File: src/rtl/rf_write_arbiter_pkg.sv
// Shared types for the register-file write-port arbiter:
// datapath widths, arbiter FSM states and the B-side FIFO entry.
package rf_write_arbiter_pkg;

    localparam int REG_W = 5;
    localparam int XLEN  = 32;

    typedef enum logic {
        ARB_NORMAL = 1'b0,
        ARB_DRAIN  = 1'b1
    } arb_state_t;

    typedef struct packed {
        logic [REG_W-1:0] rd;
        logic [XLEN-1:0]  data;
    } arb_entry_t;

endpackage

File: src/rtl/rf_write_arbiter_fifo.sv
// Result FIFO for the long-latency producer; also builds the
// mask of destination registers that still have a queued write.
module rf_arb_fifo
    import rf_write_arbiter_pkg::*;
#(
    parameter int DEPTH = 2
) (
    input  logic             clock,
    input  logic             reset,
    input  logic             push,
    input  arb_entry_t       push_entry,
    input  logic             pop,
    output arb_entry_t       head,
    output logic             full,
    output logic             empty,
    output logic [XLEN-1:0]  rd_mask
);

    localparam int AW = $clog2(DEPTH);

    logic [AW:0]      wptr;
    logic [AW:0]      rptr;
    logic [DEPTH-1:0] valid;
    arb_entry_t       mem [DEPTH];

    // Extra pointer bit tells full from empty when indices match
    assign empty = (wptr == rptr);
    assign full  = (wptr[AW] != rptr[AW]) &&
                   (wptr[AW-1:0] == rptr[AW-1:0]);
    assign head  = mem[rptr[AW-1:0]];

    always_ff @(posedge clock or posedge reset) begin
        if (reset) begin
            wptr  <= '0;
            rptr  <= '0;
            valid <= '0;
            for (int i = 0; i < DEPTH; i++) begin
                mem[i] <= '0;
            end
        end else begin
            if (push && !full) begin
                mem[wptr[AW-1:0]]   <= push_entry;
                valid[wptr[AW-1:0]] <= 1'b1;
                wptr                <= wptr + 1'b1;
            end
            if (pop && !empty) begin
                valid[rptr[AW-1:0]] <= 1'b0;
                rptr                <= rptr + 1'b1;
            end
        end
    end

    always_comb begin
        rd_mask = '0;
        for (int i = 0; i < DEPTH; i++) begin
            if (valid[i]) begin
                rd_mask[mem[i].rd] = 1'b1;
            end
        end
        rd_mask[0] = 1'b0;
    end

endmodule

File: src/rtl/rf_write_arbiter.sv
// Shares the register-file write port between WB and a long-latency unit.
// Optional statistics counters are enabled with RF_ARB_STATS_EN.
module rf_write_arbiter
    import rf_write_arbiter_pkg::*;
#(
    parameter int FIFO_DEPTH = 2,
    parameter int STARVE_MAX = 4
) (
    input  logic             clock,
    input  logic             reset,
    input  logic             wb_valid,
    input  logic [REG_W-1:0] wb_rd,
    input  logic [XLEN-1:0]  wb_data,
    input  logic             lu_valid,
    output logic             lu_ready,
    input  logic [REG_W-1:0] lu_rd,
    input  logic [XLEN-1:0]  lu_data,
    output logic             regwrite,
    output logic [REG_W-1:0] write_reg,
    output logic [XLEN-1:0]  write_data,
    output logic             stall_req,
    output logic [XLEN-1:0]  pending_mask
`ifdef RF_ARB_STATS_EN
    ,
    output logic [31:0]      conflict_cnt,
    output logic [31:0]      drain_cnt
`endif
);

    localparam logic [3:0] STARVE_LIM = 4'(STARVE_MAX);

    arb_state_t state_q, state_d;
    logic [3:0] cnt_q, cnt_d;
    logic       wb_req;
    logic       push;
    logic       pop;
    logic       grant_wb;
    logic       go_drain;
    logic       full;
    logic       empty;
    arb_entry_t head;
    arb_entry_t push_entry;

    assign wb_req     = wb_valid && (wb_rd != '0);
    assign lu_ready   = !full;
    assign push       = lu_valid && !full && (lu_rd != '0);
    assign push_entry = '{rd: lu_rd, data: lu_data};

    rf_arb_fifo #(
        .DEPTH (FIFO_DEPTH)
    ) u_fifo (
        .clock      (clock),
        .reset      (reset),
        .push       (push),
        .push_entry (push_entry),
        .pop        (pop),
        .head       (head),
        .full       (full),
        .empty      (empty),
        .rd_mask    (pending_mask)
    );

    always_ff @(posedge clock or posedge reset) begin
        if (reset) begin
            state_q <= ARB_NORMAL;
            cnt_q   <= '0;
        end else begin
            state_q <= state_d;
            cnt_q   <= cnt_d;
        end
    end

    always_comb begin
        state_d   = state_q;
        grant_wb  = 1'b0;
        pop       = 1'b0;
        stall_req = 1'b0;
        go_drain  = 1'b0;
        unique case (state_q)
            ARB_NORMAL: begin
                if (wb_req) begin
                    grant_wb = 1'b1;
                end else if (!empty) begin
                    pop = 1'b1;
                end
                // A full FIFO blocks B outright, so drain at once
                if (!empty && !pop &&
                    (cnt_q == STARVE_LIM || full)) begin
                    go_drain = 1'b1;
                    state_d  = ARB_DRAIN;
                end
            end
            ARB_DRAIN: begin
                stall_req = 1'b1;
                pop       = !empty;
                state_d   = ARB_NORMAL;
            end
            default: state_d = ARB_NORMAL;
        endcase
        if (empty || pop || go_drain) begin
            cnt_d = '0;
        end else if (cnt_q == STARVE_LIM) begin
            cnt_d = cnt_q;
        end else begin
            cnt_d = cnt_q + 4'd1;
        end
    end

    always_comb begin
        regwrite   = grant_wb || pop;
        write_reg  = '0;
        write_data = '0;
        if (grant_wb) begin
            write_reg  = wb_rd;
            write_data = wb_data;
        end else if (pop) begin
            write_reg  = head.rd;
            write_data = head.data;
        end
    end

`ifdef RF_ARB_STATS_EN
    always_ff @(posedge clock or posedge reset) begin
        if (reset) begin
            conflict_cnt <= '0;
            drain_cnt    <= '0;
        end else begin
            if (grant_wb && !empty && conflict_cnt != '1) begin
                conflict_cnt <= conflict_cnt + 32'd1;
            end
            if (go_drain && drain_cnt != '1) begin
                drain_cnt <= drain_cnt + 32'd1;
            end
        end
    end
`endif

endmodule

File: config.mk
export PLATFORM = sky130hd
export DESIGN_NAME = rf_write_arbiter
export DESIGN_NICKNAME = d
export VERILOG_FILES = /design/src/rtl/rf_write_arbiter_pkg.sv /design/src/rtl/rf_write_arbiter_fifo.sv /design/src/rtl/rf_write_arbiter.sv
export SDC_FILE = /design/constraint.sdc
export NUM_CORES = 1
export LEC_CHECK = 0
export BUFFER_PORTS_ARGS = -buffer_cell sky130_fd_sc_hd__buf_4
export CELL_PAD_IN_SITES_DETAIL_PLACEMENT = 0
export CELL_PAD_IN_SITES_GLOBAL_PLACEMENT = 2
export CORE_MARGIN = 2
export CORE_UTILIZATION = 29
export CTS_CLUSTER_DIAMETER = 40
export CTS_CLUSTER_SIZE = 8
export DETAILED_ROUTE_END_ITERATION = 8
export PLACE_DENSITY_LB_ADDON = 0.1
export SYNTH_ARGS = -nofsm -noshare
export SYNTH_HDL_FRONTEND = slang
export SYNTH_SLANG_ARGS = --single-unit
File: constraint.sdc
create_clock -name clock -period 2.5 [get_ports clock]
set_input_delay 0.375 -clock clock [delete_from_list [all_inputs] [get_ports clock]]
set_output_delay 0.375 -clock clock [all_outputs]
set_load 0.01 [all_outputs]
Yosys cells after proc, flatten, opt, wreduce, memory -nomap -nowiden
Index checks and enable logic that the tools add are counted.

word-level totals
  bits in registers = 85
  word-level logic and storage cells = 91

operators by class
  bitwise operators = 7
  equal/unequal tests = 5
  add/subtract/negate cells = 3
  multiplexer cells = 34
  $lt $le $gt $ge = 11
  reductions and logical operators = 22

operators by type and width
  operator             count
  $mux 37              4
  $mux 32              4
  $bwmux 74            1
  $demux 37 s1         1
  $or 32x32->32        1
  $logic_and 1x1->1    13
  $lt 5x6->1 const B   2
  $mux 1               12
  $demux 1 s5          2
  $ge 5x1->1 const B   2
  $mux 5               2
  $reduce_bool 5->1    2
  $mux 4               2
  $add 2x1->2 const B  2
  $add 4x1->4 const B  1
  $eq 4x3->1 const B   1
  $ge 2x2->1 const B   2
  $logic_or 1x1->1     4
  $lt 1x2->1 const B   2
  $mux 2               2
  $not 1->2            2
  $pmux 1 s2           2
  $logic_not 1->1      3
  $and 2x2->2          1
  other kinds (10)     12

Longest topological paths before layout
  word-level depth = 11
  depth in mapped cells = 7
  depth with buffers taken out = 5

Hierarchy
From an unflattened synthesis, not the netlist that was laid out.

unflattened totals
  cells, all modules = 457
  area total of the unflattened synthesis = 5302.6 µm²

by module, submodules not included
  module            area an instance (µm²)  cells each  times used  seq. area each (µm²)
  rf_arb_fifo       4100.2                  306         1           2001.9
  rf_write_arbiter  1202.4                  151         1           125.1

Least setup slack after synthesis
No wires, ideal clock.

  path kind = input-to-output
  start = input wb_rd[3]
  end = output write_data[10]
  stages = 5
  arrival time = 1.805 ns
  buffers on the path = 2
  path slack = 0.320 ns
  cells stage by stage = or4_1 > o21a_1 > buf_2 > buf_2 > o31ai_1

on the way
  word-level cells in the longest chain between the ends = 7
  elaborated cells between the ends (all ways) = 9

RTL lines
  item                   RTL line                 source
  from (decl)            rf_write_arbiter.sv:12   input logic [REG_W-1:0] wb_rd,
  $reduce_bool 5->1 (*)  rf_write_arbiter.sv:44   assign wb_req = wb_valid && (wb_rd != '0);
  $logic_and 1x1->1 (*)  rf_write_arbiter.sv:44
  $mux 1                 rf_write_arbiter.sv:81   if (wb_req) begin
  $mux 1                 rf_write_arbiter.sv:79   unique case (state_q)
  $pmux 1 s2             rf_write_arbiter.sv:79
  $mux 32                rf_write_arbiter.sv:116  end else if (pop) begin
  $mux 32 (*)            rf_write_arbiter.sv:113  if (grant_wb) begin
  to (decl)              rf_write_arbiter.sv:20   output logic [XLEN-1:0] write_data,

Every way passes the cells marked *; elsewhere a longest branch is shown, timed or not. The select of a mux whose other input is x is not followed.

Final worst setup path
  start = input wb_rd[3]
  end = output write_data[17]

The elaborated chain is that of the path after synthesis.

==> summary.txt <==
Timing
  • Post-route setup slack: 0.1366 ns
  • Slew headroom: 64.12%
  • Fin. Hold Viols: 0
  • Period utilization: 94.54%
  • Final setup viols: 0
  • Fin Clk Skew: 0.007215 ns
  • Sum Neg Setup Slack: 0 ns
  • Max-slew violation count: 0
  • RSZ-0062 raised after global routing: false
  • Max Fclk: 423.1 MHz
  • Min Hold Slack: 0.1563 ns
  • Final worst path period need: 2.363 ns
  • Slew @ Worst Pin: 0.5382 ns

Yosys
  • Yosys top cell by area: dfrtp_1
  • Distinct cells, synth: 38
  • Synth Register Bits: 85
  • Top FF cell, synth: dfrtp_1
  • Avg Cell Area, Syn: 11.46 sq um
  • Multiplexer share of the synthesized area: 27.45%
  • Seq/Total Area, Yosys: 45.93%
  • Post-synthesis compound-gate area fraction: 11.38%
  • Synth area leaders: dfrtp_1 46%, mux2_2 10%, mux2i_1 8.0%, mux2_4 5.8%, o31ai_1 5.2%
  • Largest family of logic cells by synthesized area: multiplexers
  • Adder-cell share of the synthesized area: 0.5404%
  • Synthesized area: 4631 sq um
  • Synth Area in XOR/XNOR: 1.135%
  • Post-Syn Nets: 484
  • Cells after synthesis: 404
  • Post-synth EDFFs: 0
  • Post-synth ARST share: 100.0%
  • Post-synthesis simple-gate area fraction: 9.619%
  • Yosys Warn Count: 0
  • Synth top area share: 45.93%

Setup path
  • Cells along the critical path: buf_4 -> or4_1 -> o21a_2 -> buf_12 -> o31ai_1 -> buf_4
  • Crit path top cell by count: buf_4
  • Crit path launch type: primary input
  • CP max-delay cell: or4_1
  • WP data arrival: 1.99 ns
  • R2r worst-path depth: 6
  • CP max stage delay: 0.54 ns
  • RR Endpoint: u_fifo.mem[56]
  • R2R Path Start: u_fifo.wptr[1]
  • Worst Path Required: 2.12 ns
  • Crit. End Element: output port
  • Crit Path Max Fanout: 32
  • WS Path Type: in2out
  • Reg2reg setup slack: 0.47 ns

Floorplan
  • DIE AREA: 17,000 sq um
  • Die Span X: 130.4 microns
  • Row cnt: 46
  • Initial Util: 29.36%
  • I/O pin cnt: 150
  • Die height: 130.4 microns
  • Core ar.: 15,770 sq um

Power and ir drop
  • Net Sw Frac: 38.02%
  • Leakage: 2.928 nW
  • VDD IR max: 526.8 uV
  • Pwr Density: 1372 nW/um^2
  • Sequential power share: 29.3%
  • Power share of the clock group: 16.2%
  • Combinational share of power: 54.5%
  • Switch Pwr: 0.003363 W
  • Internal power: 0.005482 W

Route
  • Routed wire length: 12.66 mm
  • Vias per cell: 4.775
  • Initial drt markers: 265
  • Antenna-violating nets left: 0
  • Vias: 3,696
  • TritonRoute pass-1 iters: 4
  • # DRC: 0
  • Wire per inst: 16.36 microns

Finish
  • # fillers: 1,546
  • Share of cells above drive strength 1: 47.13%
  • # diodes: 0
  • Area grow syn2layout: 39.26%
  • Nets: 634

Clocking
  • Root Buffer: clkbuf_16
  • Clk slew on worst S/H paths: 0.07 ns
  • Clock buffer count from CTS: 9
  • Total clock sinks: 85
  • Clk_lat worst skew: 0.34 ns
  • Hold-fix buffers at CTS: 0
  • CTS tree: built
  • CTS H-tree depth: 3
  • Longest Clk Path Bufs: 2

Global route
  • Grt ovf: 0
  • GRT Resource Usage Total: 15.31%
  • Largest net degree at the start of global routing: 86
  • Initial antenna violation count: 0
  • Vias in the first global route: 3,773
  • First-pass GRT wire length: 20.07 mm

Min path
  • HP Class: in2async

Placement
  • Port-buffer cells: 148
  • Final GP Congestion: 0.7281
  • HPWL after detailed placement: 8.696 mm
  • Worst Setup Slack post-DPL: 0.03176 ns

Status
  • Status: completed

Run
  • Max Cap Viol: 0
-- routing by layer --
metal  up-vias  part of all wire, %  track usage (%)
met1      1774                   48            22.01
met3        14                  5.7            3.034
met4         0                  1.4            5.257
met5         -                    0                0
met2       123                   45            23.04
li1       1785                    -                -
-- layout by cell type (no fill, tap or decap), types with 3 or more instances in the layout --
cell type	Yosys	final
nand2_1	43	43
nand2b_1	3	3
nand3_1	5	5
nand3b_1	12	12
mux2i_1	37	37
buf_12	0	6
xor2_1	4	3
o22ai_1	31	31
inv_1	4	3
dfrtp_1	85	84
mux2_4	18	18
mux2_2	43	43
nor2_1	6	5
o31ai_1	32	32
clkbuf_16	0	9
o21ai_0	7	7
buf_4	1	164
or3b_2	6	6
mux2_1	13	13
-- sequential cells by signal, summed over array words and instances, names as in the netlist --
register / cells
u_fifo.mem: 74
cnt_q: 4
u_fifo.rptr: 2
u_fifo.valid: 2
u_fifo.wptr: 2
state_q: 1
-- final cells by class --
cell class	instances	area, sq um	area share [%]
clock buffer	9	225.2	3.492
clock inverter	6	87.58	1.358
inverter	4	18.77	0.2910
multi-input combinational	283	2356	36.53
sequential	85	2128	33.00
tap	216	270.3	4.191
timing repair buffer	171	1363	21.13
-- cell families after synthesis --
logic type | count (synthesis)
and+or+nand+nor | 85
muxes | 111
xor gates and xnor gates | 6
other | 1
buffers and inverters | 36
AOI/OAI and AO/OA | 78
adders and majority gates | 2
DFF | 85
-- synthesized netlist by cell type (5+ instances only) --
master / count
nand3_1: 5
mux2_1: 13
o21ai_0: 7
buf_2: 8
o22ai_1: 31
mux2_4: 18
nor2_1: 6
nand2_1: 43
o31ai_1: 32
mux2i_1: 37
or3b_2: 6
mux2_2: 43
clkbuf_1: 19
nand3b_1: 12
dfrtp_1: 85
-- power by group through the flow --
stage          sequential (W)  clock (W)  combinational (W)
6_report              0.00259    0.00143            0.00482
5_1_grt               0.00269    0.00154            0.00527
4_1_cts               0.00258    0.00147            0.00482
3_5_place_dp          0.00260          0            0.00481
3_3_place_gp          0.00258          0            0.00476
2_1_floorplan         0.00237          0            0.00316
-- how the worst max path moves through the flow --
stage | from | end | slack [ns] | cells past startpoint
3_3_place_gp | u_fifo.wptr[1] | u_fifo.mem[23] | 0.07 | 5
5_1_grt | u_fifo.wptr[0] | write_data[10] | 0.05 | 6
2_1_floorplan | wb_rd[3] | write_data[10] | 0.32 | 5
3_5_place_dp | u_fifo.wptr[1] | u_fifo.mem[21] | 0.03 | 5
4_1_cts | u_fifo.rptr[0] | write_data[1] | 0.02 | 5
6_report | wb_rd[3] | write_data[17] | 0.14 | 6
-- metrics by stage --
stage          utilization (%)  area [sq um]  total power [W]  cells
6_report                 40.89          6449         0.008845    774
5_1_grt                  40.89          6449         0.009497    774
4_1_cts                  40.49          6385         0.008880    769
3_5_place_dp             38.50          6072         0.007407    754
3_3_place_gp             38.50          6072         0.007334    754
2_1_floorplan                -          4634         0.005529    404
-- timing repair --
| item | in CTS | in global routing |
|---|---|---|
| setup buffers | 0 | 5 |
| setup endpoints to repair | 0 | 50 |
| gates resized for setup | 0 | 3 |
-- worst max-delay path: cells and delay by family --
kind | cells | cell delay [ns]
AND/OR/NAND/NOR | 1 | 0.54
buffers and inverters | 3 | 0.47
AO/OA/AOI/OAI | 2 | 0.58
Power figures use the tool's default switching activity.
